==> config.mk <==
export PLATFORM = sky130hd
export DESIGN_NAME = bit_stuff_engine
export DESIGN_NICKNAME = d
export VERILOG_FILES = /design/src/rtl/bit_stuff_engine_pkg.sv /design/src/rtl/bit_stuff_engine_sat_err_counter.sv /design/src/rtl/bit_stuff_engine.sv
export SDC_FILE = /design/constraint.sdc
export NUM_CORES = 1
export LEC_CHECK = 0
export CAP_MARGIN = 20
export CELL_PAD_IN_SITES_DETAIL_PLACEMENT = 1
export CELL_PAD_IN_SITES_GLOBAL_PLACEMENT = 1
export CORE_MARGIN = 8
export CORE_UTILIZATION = 26
export DETAILED_ROUTE_END_ITERATION = 7
export PLACE_DENSITY_LB_ADDON = 0.25
export SYNTH_ARGS = -nofsm -noshare
export SYNTH_HDL_FRONTEND = slang
export SYNTH_SLANG_ARGS = --single-unit
==> constraint.sdc <==
create_clock -name clk -period 1.3 [get_ports clk]
set_input_delay 0.13 -clock clk [delete_from_list [all_inputs] [get_ports clk]]
set_output_delay 0.13 -clock clk [all_outputs]
set_load 0.05 [all_outputs]
==> src/rtl/bit_stuff_engine_pkg.sv <==
// Shared types and constants for the bit-stuffing engine.
package bit_stuff_pkg;

    typedef enum logic [1:0] {
        IDLE  = 2'd0,
        COUNT = 2'd1,
        STUFF = 2'd2
    } state_t;

    localparam logic MODE_TX = 1'b0;
    localparam logic MODE_RX = 1'b1;

    localparam int unsigned ERR_CW = 8;

endpackage

==> src/rtl/bit_stuff_engine_sat_err_counter.sv <==
// Saturating event counter; holds at all-ones, cleared only by synchronous reset.
module sat_err_counter
    import bit_stuff_pkg::*;
#(
    parameter int unsigned W = ERR_CW
) (
    input  logic         i_clk,
    input  logic         i_rst,
    input  logic         i_inc,
    output logic [W-1:0] o_count
);

    logic [W-1:0] r_count;

    always_ff @(posedge i_clk) begin
        if (i_rst) begin
            r_count <= '0;
        end else if (i_inc && (r_count != '1)) begin
            r_count <= r_count + 1'b1;
        end
    end

    assign o_count = r_count;

endmodule

==> src/rtl/bit_stuff_engine.sv <==
// Bit-stuffing run detector for TX (insert) and RX (drop + check) paths.
// Optional saturating error counter enabled by defining STUFF_ERR_CNT_EN.
module bit_stuff_engine
    import bit_stuff_pkg::*;
#(
    parameter int unsigned RUN_LEN   = 6,
    parameter logic        MATCH_VAL = 1'b1,
    parameter int unsigned CW        = $clog2(RUN_LEN + 1)
) (
    input  logic              clk,
    input  logic              rst,
    input  logic              clear,
    input  logic              mode,
    input  logic              d_orig,
    input  logic              shift_enable,
    output logic              bit_stuff,
    output logic              stuff_err,
    output logic [CW-1:0]     run_cnt,
    output logic [ERR_CW-1:0] err_count
);

    localparam logic [CW-1:0] LP_RUN_LEN = CW'(RUN_LEN);

    state_t        r_state;
    logic [CW-1:0] r_run_cnt;
    logic          r_bit_stuff;
    logic          r_stuff_err;

    logic [CW-1:0] w_cnt_next;
    logic          w_match;

    assign w_cnt_next = r_run_cnt + 1'b1;
    assign w_match    = (d_orig == MATCH_VAL);

    always_ff @(posedge clk) begin
        if (rst || clear) begin
            r_state     <= IDLE;
            r_run_cnt   <= '0;
            r_bit_stuff <= 1'b0;
            r_stuff_err <= 1'b0;
        end else if (shift_enable) begin
            r_stuff_err <= 1'b0;
            case (r_state)
                IDLE, COUNT: begin
                    if (w_match) begin
                        r_run_cnt <= w_cnt_next;
                        if (w_cnt_next == LP_RUN_LEN) begin
                            r_state     <= STUFF;
                            r_bit_stuff <= 1'b1;
                        end else begin
                            r_state <= COUNT;
                        end
                    end else begin
                        r_run_cnt <= '0;
                        r_state   <= IDLE;
                    end
                end
                STUFF: begin
                    // Stuff slot: the bit here never counts toward the next run.
                    r_run_cnt   <= '0;
                    r_state     <= IDLE;
                    r_bit_stuff <= 1'b0;
                    r_stuff_err <= (mode == MODE_RX) && w_match;
                end
                default: begin
                    r_run_cnt   <= '0;
                    r_state     <= IDLE;
                    r_bit_stuff <= 1'b0;
                end
            endcase
        end else begin
            r_stuff_err <= 1'b0;
        end
    end

    assign bit_stuff = r_bit_stuff;
    assign stuff_err = r_stuff_err;
    assign run_cnt   = r_run_cnt;

`ifdef STUFF_ERR_CNT_EN
    sat_err_counter #(
        .W(ERR_CW)
    ) u_err_cnt (
        .i_clk   (clk),
        .i_rst   (rst),
        .i_inc   (r_stuff_err),
        .o_count (err_count)
    );
`else
    assign err_count = '0;
`endif

endmodule
==> flow_summary.json <==
{
  "status": "complete, no violations",
  "leakagePower_nw": 0.237,
  "dr_total_vias": 345,
  "mostFrequentLayoutCells": "conb_1 (8), clkdlybuf4s50_1 (5), buf_12 (5)",
  "period_needed_ns": 1.22,
  "first_global_vias": 381,
  "reg2regPathDepth": 4,
  "ff2ff_setup_slack_ns": 0.08,
  "drive_above_1_share_pct": 27.4,
  "cts_hold_buf": 0,
  "grt_util_all_layers_pct": 6.99,
  "grt_max_degree": 8,
  "path_class": "flop to flop",
  "ctsRootBufferMaster": "clkbuf_4",
  "finalNonFillerCells": 78,
  "clk_pin_slew_ns": 0.05,
  "holdWs_ns": 0.417,
  "drv_cap": 0,
  "rr_endpoint": "r_state[0]$_SDFFE_PP0P_",
  "ios": 19,
  "power_density_nw_per_um2": 865,
  "syn_area_sq_um": 403,
  "slowest_delay_ns": 0.35,
  "nets": 71,
  "totalWireLength_um": 961,
  "grt-ovfl-total": 0,
  "post-cts-setup-buffer-count": 0,
  "cts_buffers": 3,
  "cts_sinks": 7,
  "synth-seq-area-share_pct": 34.8,
  "cts_tree": "done",
  "crit_start": "run_cnt[1]$_SDFFE_PP0P_",
  "vias_per_cell": 4.42,
  "hold_viol": 0,
  "htreeDepth": 1,
  "io_buffer_count": 10,
  "dp.cells": 74,
  "path_max_fanout": 3,
  "postSynthCellCount": 47,
  "tns_ns": 0,
  "dieArea_sq_um": 3070,
  "syn2layout_area_growth_pct": 50.3,
  "skew_ns": 0.000878,
  "avgSynthCellArea_sq_um": 8.57,
  "rsz0062_at_grt": "false",
  "grt_pass1_wl_um": 1710,
  "final-setup-viol-count": 0,
  "maxSlewViolCount": 0,
  "cp_cell_sequence": "ha_2, xor2_2, a211o_1, a21oi_1",
  "first_pass_iters": 3,
  "start_util_pct": 27.4,
  "drtIter0Drc": 1,
  "fin_ws_ns": 0.0849,
  "final_common_cell": "conb_1",
  "yosysWarnings": 0,
  "holdCritPathClass": "primary input to flop",
  "die_h_um": 55.4,
  "crit_slowest_cell": "dfxtp_4",
  "max_freq_mhz": 823,
  "end_kind": "flop",
  "antenna_found_initial": 0,
  "gp_congestion": 0.683,
  "drt-wirelength-per-cell_um": 12.3,
  "worstPathRequired_ns": 1.49,
  "start_kind": "flop",
  "clock_latency_ns": 0.26,
  "antenna_cells": 0,
  "detail-route-antenna-nets": 0,
  "yosysUniqueCellTypes": 24,
  "period_share_pct": 93.5,
  "rows": 14,
  "dp.final_hpwl_um": 782,
  "critPathCapture": "r_state[0]$_SDFFE_PP0P_",
  "die-width_um": 55.4,
  "core-area_sq_um": 1470,
  "ys_ff_latch": 7,
  "pre_cts_slack_ns": -0.0146,
  "cts_max_path_buffers": 2,
  "route.detailed.drc": 0,
  "worstPathArrival_ns": 1.40,
  "ir_drop_uv": 502,
  "r2r-start": "run_cnt[1]$_SDFFE_PP0P_"
}
==> cell families (layout without fill, tap and decap cells) <==
family | count (synthesis) | in the layout | share of synthesized area [%]
adder cells (fa/ha/maj) | 2 | 2 | 6.21
XOR/XNOR | 1 | 1 | 2.17
flip-flops | 7 | 7 | 34.8
buffers and inverters | 12 | 20 | 18.9
AND/OR/NAND/NOR | 16 | 16 | 23.9
AO/OA/AOI/OAI | 8 | 8 | 13.0
other | 1 | 8 | 0.931
==> area by class of cell <==
class / instances / area, sq um
multi-input cells: 35 / 223
flip-flops and latches: 7 / 149
well taps: 16 / 20.0
repair buffers: 14 / 180
inverters: 2 / 7.51
fillers: 189 / 866
clock buffers: 4 / 26.3
==> state kept, by name, indices dropped and copies added (netlist names) <==
signal / count
bit_stuff: 1
run_cnt: 3
r_state: 2
stuff_err: 1
==> worst max-delay path: cells and delay by family, from the launching register on <==
kind            cells  cell delay (ns)
compound gates      2             0.43
xor+xnor            1             0.16
fa+ha+maj           1             0.20
flops               1             0.35
==> synthesized netlist by cell type <==
cell type,count,area (sq um)
nand3b_1,1,7.51
buf_4,8,60.1
clkbuf_1,1,3.75
ha_1,2,25.0
buf_2,1,5.00
xor2_1,1,8.76
nand4_1,1,6.26
and2b_1,1,7.51
or2_1,1,6.26
nor3b_1,1,7.51
a2bb2oi_1,1,8.76
nand4b_1,1,8.76
dfxtp_1,7,140
a31oi_1,1,6.26
nor4_1,1,6.26
nor2_1,1,3.75
nand2b_1,3,18.8
conb_1,1,3.75
a41oi_1,1,8.76
inv_1,2,7.51
a211o_1,1,8.76
a21oi_1,4,20.0
nand2_1,3,11.3
nor2b_1,2,12.5
==> worst min path at each step <==
stage | start | end | slack (ns) | depth (start not counted)
finish | mode | stuff_err$_SDFF_PP0_ | 0.42 | 3
global route | mode | stuff_err$_SDFF_PP0_ | 0.45 | 3
CTS | mode | stuff_err$_SDFF_PP0_ | 0.41 | 3
detailed placement | r_state[0]$_SDFFE_PP0P_ | stuff_err$_SDFF_PP0_ | 0.43 | 1
global placement | r_state[0]$_SDFFE_PP0P_ | stuff_err$_SDFF_PP0_ | 0.42 | 1
floorplan | d_orig | stuff_err$_SDFF_PP0_ | 0.25 | 2
==> power breakdown <==
group	internal (W)	total, W	switching, W
Combinational	0.0000326	0.000107	0.0000748
Sequential	0.000214	0.000215	0.00000130
Clock	0.000117	0.000202	0.0000842
Total	0.000363	0.000524	0.000160
==> per-layer routing <==
metal  GRT usage [%]  vias to the layer above  share of wire, %
li1                -                      171                 -
met1            6.61                      159                39
met2            10.9                       13                48
met3            6.16                        2                11
met4            2.11                        0               1.2
met5               0                        -                 0
==> per-stage QoR <==
stage               util [%]  power (W)  instance area, sq um
finish                  41.2   0.000524                   606
global route            41.2   0.000558                   606
CTS                     41.0   0.000539                   603
detailed placement      38.7   0.000327                   569
global placement        38.7   0.000326                   569
floorplan                  -   0.000312                   438
==> what timing repair did <==
action,4_1_cts,5_1_grt
gates resized for setup,1,1
pin swaps,0,1
endpoints found under the setup margin,1,2
(Power assumes the default switching activity.)
